===== src/rtl/foc_pkg.sv =====
// Shared definitions for the FOC speed path: default speed word format,
// quadrature Gray-state type and the signed saturation helper.
package foc_pkg;

  // Speed word format consumed by the speed controller (signed Q format)
  localparam int SPEED_N = 10;
  localparam int SPEED_F = 9;

  // The four legal encoder states, listed in forward rotation order
  typedef enum logic [1:0] {
    QS_00 = 2'b00,
    QS_01 = 2'b01,
    QS_11 = 2'b11,
    QS_10 = 2'b10
  } quad_state_t;

  // Position of a Gray state along the forward sequence 00->01->11->10.
  // The modulo-4 difference of two positions gives the direction of a step.
  function automatic logic [1:0] quad_phase(input quad_state_t s);
    case (s)
      QS_00:   quad_phase = 2'd0;
      QS_01:   quad_phase = 2'd1;
      QS_11:   quad_phase = 2'd2;
      default: quad_phase = 2'd3;
    endcase
  endfunction

  // Clamp a wide signed value into the range of a w-bit signed word.
  // The caller narrows the result to w bits with a size cast.
  function automatic logic signed [63:0] sat_signed(input logic signed [63:0] x,
                                                    input int                 w);
    logic signed [63:0] hi;
    logic signed [63:0] lo;
    hi = (64'sd1 <<< (w - 1)) - 64'sd1;
    lo = -(64'sd1 <<< (w - 1));
    if (x > hi) begin
      sat_signed = hi;
    end else if (x < lo) begin
      sat_signed = lo;
    end else begin
      sat_signed = x;
    end
  endfunction

endpackage


===== src/rtl/quad_decoder.sv =====
// Quadrature front end: two-flop synchronizer on the encoder pins followed
// by a 4x decoder comparing the previous and current synchronized states.
// delta/illegal are combinational from registers and valid one cycle after
// the second synchronizer flop captures a new pin state.
module quad_decoder
  import foc_pkg::*;
(
  input  logic              clk,
  input  logic              rst_n,
  input  logic              enc_a,
  input  logic              enc_b,
  output logic signed [1:0] delta,
  output logic              illegal
);

  logic [1:0]  ab_p0;
  logic [1:0]  ab_p1;
  logic        vld_p0;
  logic        vld_p1;
  quad_state_t prev_p2;
  logic        vld_p2;
  logic [1:0]  step;

  // Stage p0/p1: metastability synchronizer; vld marks real pin samples
  always_ff @(posedge clk or negedge rst_n) begin
    if (!rst_n) begin
      ab_p0  <= '0;
      ab_p1  <= '0;
      vld_p0 <= 1'b0;
      vld_p1 <= 1'b0;
    end else begin
      ab_p0  <= {enc_a, enc_b};
      ab_p1  <= ab_p0;
      vld_p0 <= 1'b1;
      vld_p1 <= vld_p0;
    end
  end

  // Stage p2: previous synchronized state; vld_p2 stays low through the
  // priming sample so the reset value never gets compared against the pins
  always_ff @(posedge clk or negedge rst_n) begin
    if (!rst_n) begin
      prev_p2 <= QS_00;
      vld_p2  <= 1'b0;
    end else begin
      prev_p2 <= quad_state_t'(ab_p1);
      vld_p2  <= vld_p1;
    end
  end

  // Direction from the phase difference; a two-step jump is ambiguous
  always_comb begin
    delta   = 2'sd0;
    illegal = 1'b0;
    step    = quad_phase(quad_state_t'(ab_p1)) - quad_phase(prev_p2);
    if (vld_p2) begin
      case (step)
        2'd1:    delta   = 2'sd1;
        2'd3:    delta   = -2'sd1;
        2'd2:    illegal = 1'b1;
        default: delta   = 2'sd0;
      endcase
    end
  end

endmodule


===== src/rtl/speed_estimator.sv =====
// Windowed encoder speed estimator: accumulates quadrature steps over a
// fixed window of SAMPLE_CYCLES clocks and publishes the scaled, saturated
// count as a signed speed word with a one-cycle valid strobe.
module speed_estimator
  import foc_pkg::*;
#(
  parameter int N             = SPEED_N,
  parameter int F             = SPEED_F,
  parameter int SAMPLE_CYCLES = 10000,
  parameter int SHIFT         = 4,
  parameter int CNT_W         = 16
) (
  input  logic                clk,
  input  logic                rst_n,
  input  logic                enc_a,
  input  logic                enc_b,
  input  logic                err_clr,
  output logic signed [N-1:0] speed,
  output logic                speed_valid,
  output logic                enc_err
);

  localparam int               WIN_W    = $clog2(SAMPLE_CYCLES);
  localparam int               EXT_W    = CNT_W + SHIFT;
  localparam logic [WIN_W-1:0] WIN_LAST = WIN_W'(SAMPLE_CYCLES - 1);

  // Reject parameter sets the datapath cannot represent
  if (SAMPLE_CYCLES < 2 || SAMPLE_CYCLES > (1 << 20) || F >= N || EXT_W > 63) begin : g_param_check
    $error("speed_estimator: unsupported parameter combination");
  end

  logic signed [1:0]       delta_p0;
  logic                    illegal_p0;
  logic signed [CNT_W-1:0] acc_p1;
  logic [WIN_W-1:0]        win_p1;
  logic                    terminal;
  logic signed [CNT_W:0]   sum_full;
  logic signed [CNT_W-1:0] sum_sat;
  logic signed [EXT_W-1:0] scaled;
  logic signed [N-1:0]     speed_nxt;

  quad_decoder u_quad_decoder (
    .clk     (clk),
    .rst_n   (rst_n),
    .enc_a   (enc_a),
    .enc_b   (enc_b),
    .delta   (delta_p0),
    .illegal (illegal_p0)
  );

  // Saturating accumulate and full-precision scaling of the closing count
  always_comb begin
    terminal  = (win_p1 == WIN_LAST);
    sum_full  = (CNT_W+1)'(acc_p1) + (CNT_W+1)'(delta_p0);
    sum_sat   = CNT_W'(sat_signed(64'(sum_full), CNT_W));
    scaled    = EXT_W'(sum_sat) <<< SHIFT;
    speed_nxt = N'(sat_signed(64'(scaled), N));
  end

  // Stage p1: window counter, accumulator and published speed. The terminal
  // cycle folds its own delta into the closing window before reloading 0.
  always_ff @(posedge clk or negedge rst_n) begin
    if (!rst_n) begin
      win_p1      <= '0;
      acc_p1      <= '0;
      speed       <= '0;
      speed_valid <= 1'b0;
    end else begin
      speed_valid <= terminal;
      if (terminal) begin
        win_p1 <= '0;
        acc_p1 <= '0;
        speed  <= speed_nxt;
      end else begin
        win_p1 <= win_p1 + WIN_W'(1);
        acc_p1 <= sum_sat;
      end
    end
  end

  // Sticky illegal-transition flag; a new illegal step outranks the clear
  always_ff @(posedge clk or negedge rst_n) begin
    if (!rst_n) begin
      enc_err <= 1'b0;
    end else if (illegal_p0) begin
      enc_err <= 1'b1;
    end else if (err_clr) begin
      enc_err <= 1'b0;
    end
  end

endmodule


===== config.mk =====
export PLATFORM = sky130hd
export DESIGN_NAME = speed_estimator
export DESIGN_NICKNAME = d
export VERILOG_FILES = /design/src/rtl/foc_pkg.sv /design/src/rtl/quad_decoder.sv /design/src/rtl/speed_estimator.sv
export SDC_FILE = /design/constraint.sdc
export NUM_CORES = 1
export LEC_CHECK = 0
export CAP_MARGIN = 20
export CORE_MARGIN = 2
export CORE_UTILIZATION = 54
export CTS_BUF_LIST = sky130_fd_sc_hd__clkbuf_4
export DETAILED_ROUTE_END_ITERATION = 6
export GPL_TIMING_DRIVEN = 0
export PLACE_DENSITY = 0.73
export SETUP_SLACK_MARGIN = 0.2
export SYNTH_ARGS = -nofsm -noshare
export SYNTH_HDL_FRONTEND = slang
export SYNTH_HIERARCHICAL = 1
export SYNTH_SLANG_ARGS = --single-unit

===== constraint.sdc =====
create_clock -name clk -period 12.3 [get_ports clk]
set_input_delay 1.23 -clock clk [delete_from_list [all_inputs] [get_ports clk]]
set_output_delay 1.23 -clock clk [all_outputs]
set_load 0.05 [all_outputs]

### Word level (Yosys, flattened, before mapping)

Cells that the tools add are included.

* bits in registers: 51
* bits in latches: 0
* memory bits (writable): 0
* memory bits (read-only): 0
* logic and storage cells: 43
* memories kept: 0

* add/sub/neg operators: 3
* multipliers: 0
* divide/modulo/power cells: 0
* order comparisons: 4
* equal/unequal tests: 8
* shift operators: 0
* mux-type cells: 14
* bitwise operators: 0
* reductions and logical operators: 3

Operators with widths (number)
* 2-to-1 mux 16 bit: 3
* greater-than comparator 20 x 10 -> 1 bit, second input constant: 1
* less-than comparator 20 x 10 -> 1 bit, second input constant: 1
* 2-to-1 mux 10 bit: 2
* adder 16 x 2 -> 17 bit: 1
* greater-than comparator 17 x 16 -> 1 bit, second input constant: 1
* less-than comparator 17 x 16 -> 1 bit, second input constant: 1
* adder 14 x 1 -> 14 bit, second input constant: 1
* equality test 14 bit, second input constant: 1
* 2-to-1 mux 14 bit: 1
* case mux 2 bit (3 select lines): 2
* equality test 2 bit, second input constant: 4
* equality test 2 x 1 -> 1 bit, second input constant: 3
* zero test 2 bit: 2
* 2-to-1 mux 1 bit: 4
* case mux 2 bit (2 select lines): 1
* 2-to-1 mux 2 bit: 1
* nonzero test 2 bit: 1
* subtractor 2 bit: 1

### Logic depth before layout (Yosys ltp)

* depth in word-level cells: 13
* mapped depth: 18

### Hierarchy

Netlist, hierarchy kept.

Modules (own cells, without submodules)
* speed_estimator: times used 1, cells each 302, area an instance 2642.5 um2, sequential area each 975.9 um2
* quad_decoder: times used 1, cells each 25, area an instance 357.8 um2, sequential area each 225.2 um2

### Least setup slack after synthesis

OpenSTA, ideal clock, no wires.

* kind: register to register
* start: reg u_quad_decoder.ab_p1[0]
* end: reg speed[6]
* library setup time: 0.137 ns
* data arrival time: 3.871 ns
* required time: 12.163 ns
* slack: 8.292 ns
* cell stages (with the launch flop): 15
* buffers on the path: 1
* period minus slack after synthesis: 4.008 ns
* cells stage by stage: dfrtp_1 > inv_1 > ha_1 > ha_1 > xnor3_1 > nor2b_2 > ha_1 > buf_6 > a21o_1 > a221o_1 > or3_1 > a2111oi_1 > a31oi_1 > a211oi_1 > nor3_1

* word-level cells in the longest chain between the ends: 13
* elaborated cells between the ends (all ways): 18

Ends and longest elaborated chain
* start, declared: RTL line quad_decoder.sv:17 `logic [1:0] ab_p1;`
* start signal, assigned: RTL line quad_decoder.sv:33 `ab_p1 <= ab_p0;`
* equality test 2 bit (tied with other cells): RTL line foc_pkg.sv:20 `case (s)`
* case mux 2 bit (3 select lines) (*): RTL line foc_pkg.sv:20
* subtractor 2 bit (*): RTL line quad_decoder.sv:55 `step = quad_phase(quad_state_t'(ab_p1)) - quad_phase(prev_p2);`
* equality test 2 bit or equality test 2 x 1 -> 1 bit (tied branches): RTL line quad_decoder.sv:57 `case (step)`
* case mux 2 bit (2 select lines) (*): RTL line quad_decoder.sv:57
* 2-to-1 mux 2 bit (*): RTL line quad_decoder.sv:56 `if (vld_p2) begin`
* via delta_p0[1]: RTL line speed_estimator.sv:32 `logic signed [1:0] delta_p0;`
* adder 16 x 2 -> 17 bit (*): RTL line speed_estimator.sv:54 `sum_full = (CNT_W+1)'(acc_p1) + (CNT_W+1)'(delta_p0);`
* less-than comparator 17 x 16 -> 1 bit: RTL line foc_pkg.sv:38 `end else if (x < lo) begin`
* 2-to-1 mux 16 bit: RTL line foc_pkg.sv:38
* 2-to-1 mux 16 bit (*): RTL line foc_pkg.sv:36 `if (x > hi) begin`
* less-than comparator 20 x 10 -> 1 bit: RTL line foc_pkg.sv:38
* 2-to-1 mux 10 bit: RTL line foc_pkg.sv:38
* 2-to-1 mux 10 bit (*): RTL line foc_pkg.sv:36
* end signal, assigned: RTL line speed_estimator.sv:73 `speed <= speed_nxt;`
* end, declared: RTL line speed_estimator.sv:18 `output logic signed [N-1:0] speed,`

The timed path passes the listed nets; every way through them passes the cells marked *.
A chain may end at the register's enable or synchronous reset.

### Worst setup path after layout

* start: reg u_quad_decoder.ab_p1[0]
* end: reg speed[5]

The elaborated chain is that of the path after synthesis.

==> results.py <==
metrics = {
    "sta": {
        "hold_violations": 0,
        "hold_slack_ns": 0.3709,
        "setup_viol": 0,
        "fin_crit_ns": 4.772,
        "slew_headroom_pct": 44.20,
        "finalSetupTns_ns": 0,
        "drv_slew": 0,
        "worst_pin_slew_ns": 0.8332,
        "rsz0062_at_grt": "false",
        "postLayoutSetupSlackWorst_ns": 7.528,
        "post-route-period-util_pct": 38.80,
        "max_freq_ghz": 0.2096,
        "clock_skew_ns": 0.02944,
    },
    "die": {
        "initial_core_util_pct": 55.16,
        "die_y_um": 78.54,
        "die-area_um2": 6169,
        "core_region_area_um2": 5439,
        "rows": 27,
        "ioPinCount": 17,
        "die_width_um": 78.54,
    },
    "global_routing": {
        "grtUsageTotal_pct": 21.98,
        "overflow": 0,
        "grt_pass1_wl_um": 10800,
        "grt_busiest_layer": "met2",
        "use_met3_pct": 3.333,
        "grt_util_met2_pct": 34.96,
        "first_global_vias": 2338,
        "antenna_found_initial": 0,
        "grt_max_degree": 43,
        "grt_use_met1_pct": 30.64,
    },
    "yosys": {
        "synthAdderAreaFrac_pct": 9.842,
        "syn_avg_cell_area_um2": 9.175,
        "synth_nets": 355,
        "ys.flop_type": "dfrtp_1",
        "synth_warnings": 6,
        "yosys.area.top_type_share_pct": 40.03,
        "synth_compound_area_share_pct": 20.48,
        "ys_top_cells_by_area": "dfrtp_1, ha_1, a21oi_1, nor2_1, xnor2_1",
        "synth-simple-area-share_pct": 18.47,
        "async_flop_share_pct": 100.0,
        "yosysTopAreaCell": "dfrtp_1",
        "synth_edf_count": 0,
        "synth_xor_area_share_pct": 5.713,
        "ys_types": 57,
        "synthCells": 327,
        "synth_top_family_by_area": "compound AO/OA/AOI/OAI gates",
        "synth_seq_area_share_pct": 40.03,
        "synthMuxAreaShare_pct": 0.3336,
        "yosys_register_bits": 48,
        "syn_area_um2": 3000,
    },
    "placed_design": {
        "place_ws_ns": 7.552,
        "numPortBuffers": 16,
        "place_congestion": 0.8830,
        "dp_hpwl_um": 4604,
    },
    "clocking": {
        "path_clk_slew_ns": 0.15,
        "worstSkewPairLatency_ns": 0.39,
        "postCtsHoldBufs": 0,
        "clk_path_buf_depth": 2,
        "post_cts_resized": 0,
        "cts.sinks": 48,
        "cts_tree": "yes",
        "root_buffer": "clkbuf_4",
        "post_cts_buffers": 0,
        "numCtsBuffers": 5,
        "htreeDepth": 2,
    },
    "detailed_routing": {
        "viasPerCell": 5.804,
        "drtAntennaViolNets": 0,
        "num_vias": 2461,
        "drt_first_pass_iters": 4,
        "drc": 0,
        "drt-initial-drc-count": 140,
        "routedWlPerCell_um": 14.86,
        "drt-total-wl_um": 6300,
    },
    "flow_run": {
        "maxCapViolCount": 0,
    },
    "worst_setup_path": {
        "crit_arrival_ns": 5.05,
        "slowest_stage": "nor2b_2",
        "cp_max_fo": 16,
        "r2r-start": "u_quad_decoder/ab_p1[0]",
        "rr_endpoint": "speed[5]",
        "endpoint_kind": "register",
        "start_kind": "register",
        "crit_required_ns": 12.58,
        "r2r_cells": 15,
        "reg2reg_slack_ns": 7.53,
        "worstSetupPathType": "register to register",
        "path_delay_family": "compound AO/OA/AOI/OAI gates",
        "worst-path-buf-inv": 2,
        "cp_cell_sequence": "inv_1, ha_1, ha_1, xnor3_1, nor2b_2, inv_1, fa_1, nand2b_1, a21o_1, a21o_1, a21oi_1, nor2_1, mux2i_1, a21oi_1, o311ai_1",
        "cpPeakStageDelay_ns": 0.68,
    },
    "finish": {
        "layout_commonest_cell": "dfrtp_1",
        "areaGrowthSynthToFinish_pct": 11.63,
        "drive_gt1_share_pct": 8.523,
        "seqCellArea_um2": 1201,
        "diodes": 0,
        "nFillCells": 462,
        "fin_nets": 379,
        "multi_input_area_um2": 1649,
        "layout_common_cells": "dfrtp_1, nor2_1, a21oi_1, ha_1, nand2_1",
    },
    "min_path": {
        "min_from": "u_quad_decoder/ab_p0[1]",
        "hold_path_end": "u_quad_decoder/ab_p1[1]",
        "hold_depth": 0,
        "holdCritPathClass": "register to register",
    },
    "power_and_ir_drop": {
        "p_per_area_nw_per_um2": 212.7,
        "vdd_drop_max_v": 0.0001288,
        "p_leak_uw": 0.001486,
    },
    "outcome": {
        "status": "finished, final reports clean",
    },
}
-- sequential cells by signal, summed over array words and instances, names as in the netlist --
signal	count
win_p1	14
u_quad_decoder/vld_p0	1
enc_err	1
u_quad_decoder/ab_p1	2
u_quad_decoder/vld_p2	1
u_quad_decoder/prev_p2	2
u_quad_decoder/ab_p0	2
u_quad_decoder/vld_p1	1
speed	7
acc_p1	16
speed_valid	1
-- report_power, final --
part	internal [µW]	switching (µW)
combinational	161	253
clock	43.5	55.3
sequential	190	9.48
total	395	318
-- metrics by stage --
step,instances,total power (µW),area [µm²],utilization [%]
global placement,415,601.2,3251,59.77
floorplan,327,527.7,3000,-
CTS,424,712.8,3349,61.58
finish,424,712.5,3349,61.58
detailed placement,416,611.6,3266,60.04
global route,424,776.4,3349,61.58
-- per-layer routing --
layer,routed length [µm],up-vias
li1,-,1221
met1,3044,1184
met2,2934,46
met3,199,10
met4,121,0
met5,0,-
-- cell type report --
cell class	instances	share of cell area (%)
Buffer	19	3.026
Timing Repair Buffer	17	5.230
Multi-Input combinational cell	247	49.23
Clock inverter	3	1.382
Inverter	13	1.457
Tap cell	72	2.690
Sequential cell	48	35.86
Clock buffer	5	1.121
-- worst max-delay path by stage --
stage                                  startpoint         end  cells past startpoint
after floorplan           u_quad_decoder/ab_p1[0]    speed[6]                     14
after global placement    u_quad_decoder/ab_p1[0]  acc_p1[14]                     17
after detailed placement  u_quad_decoder/ab_p1[0]  acc_p1[14]                     17
after CTS                 u_quad_decoder/ab_p1[0]   acc_p1[5]                     17
after global routing      u_quad_decoder/ab_p1[0]    speed[6]                     15
final                     u_quad_decoder/ab_p1[0]    speed[5]                     15
-- cells in the mapped netlist, types with 3 or more instances --
library cell  instances
a211oi_1              8
a211oi_2              3
a21o_1                6
a21oi_1              34
a221o_1               3
a31oi_1               3
and2_1                7
and3_1                8
and4_1                5
buf_2                 9
buf_4                 3
clkbuf_1              4
dfrtp_1              48
ha_1                 22
inv_1                12
nand2_1              20
nand3_1               9
nor2_1               37
nor3_1                9
nor4b_1               3
o211ai_1              3
o21ai_0              12
xnor2_1              12
xor2_1                5
-- cells by family after synthesis --
kind of cell | count (synthesis)
compound gates | 93
simple gates | 111
xor+xnor | 18
buf+inv | 32
other cells | 1
fa+ha+maj | 23
flops | 48
mux | 1
(Power assumes the default switching activity.)
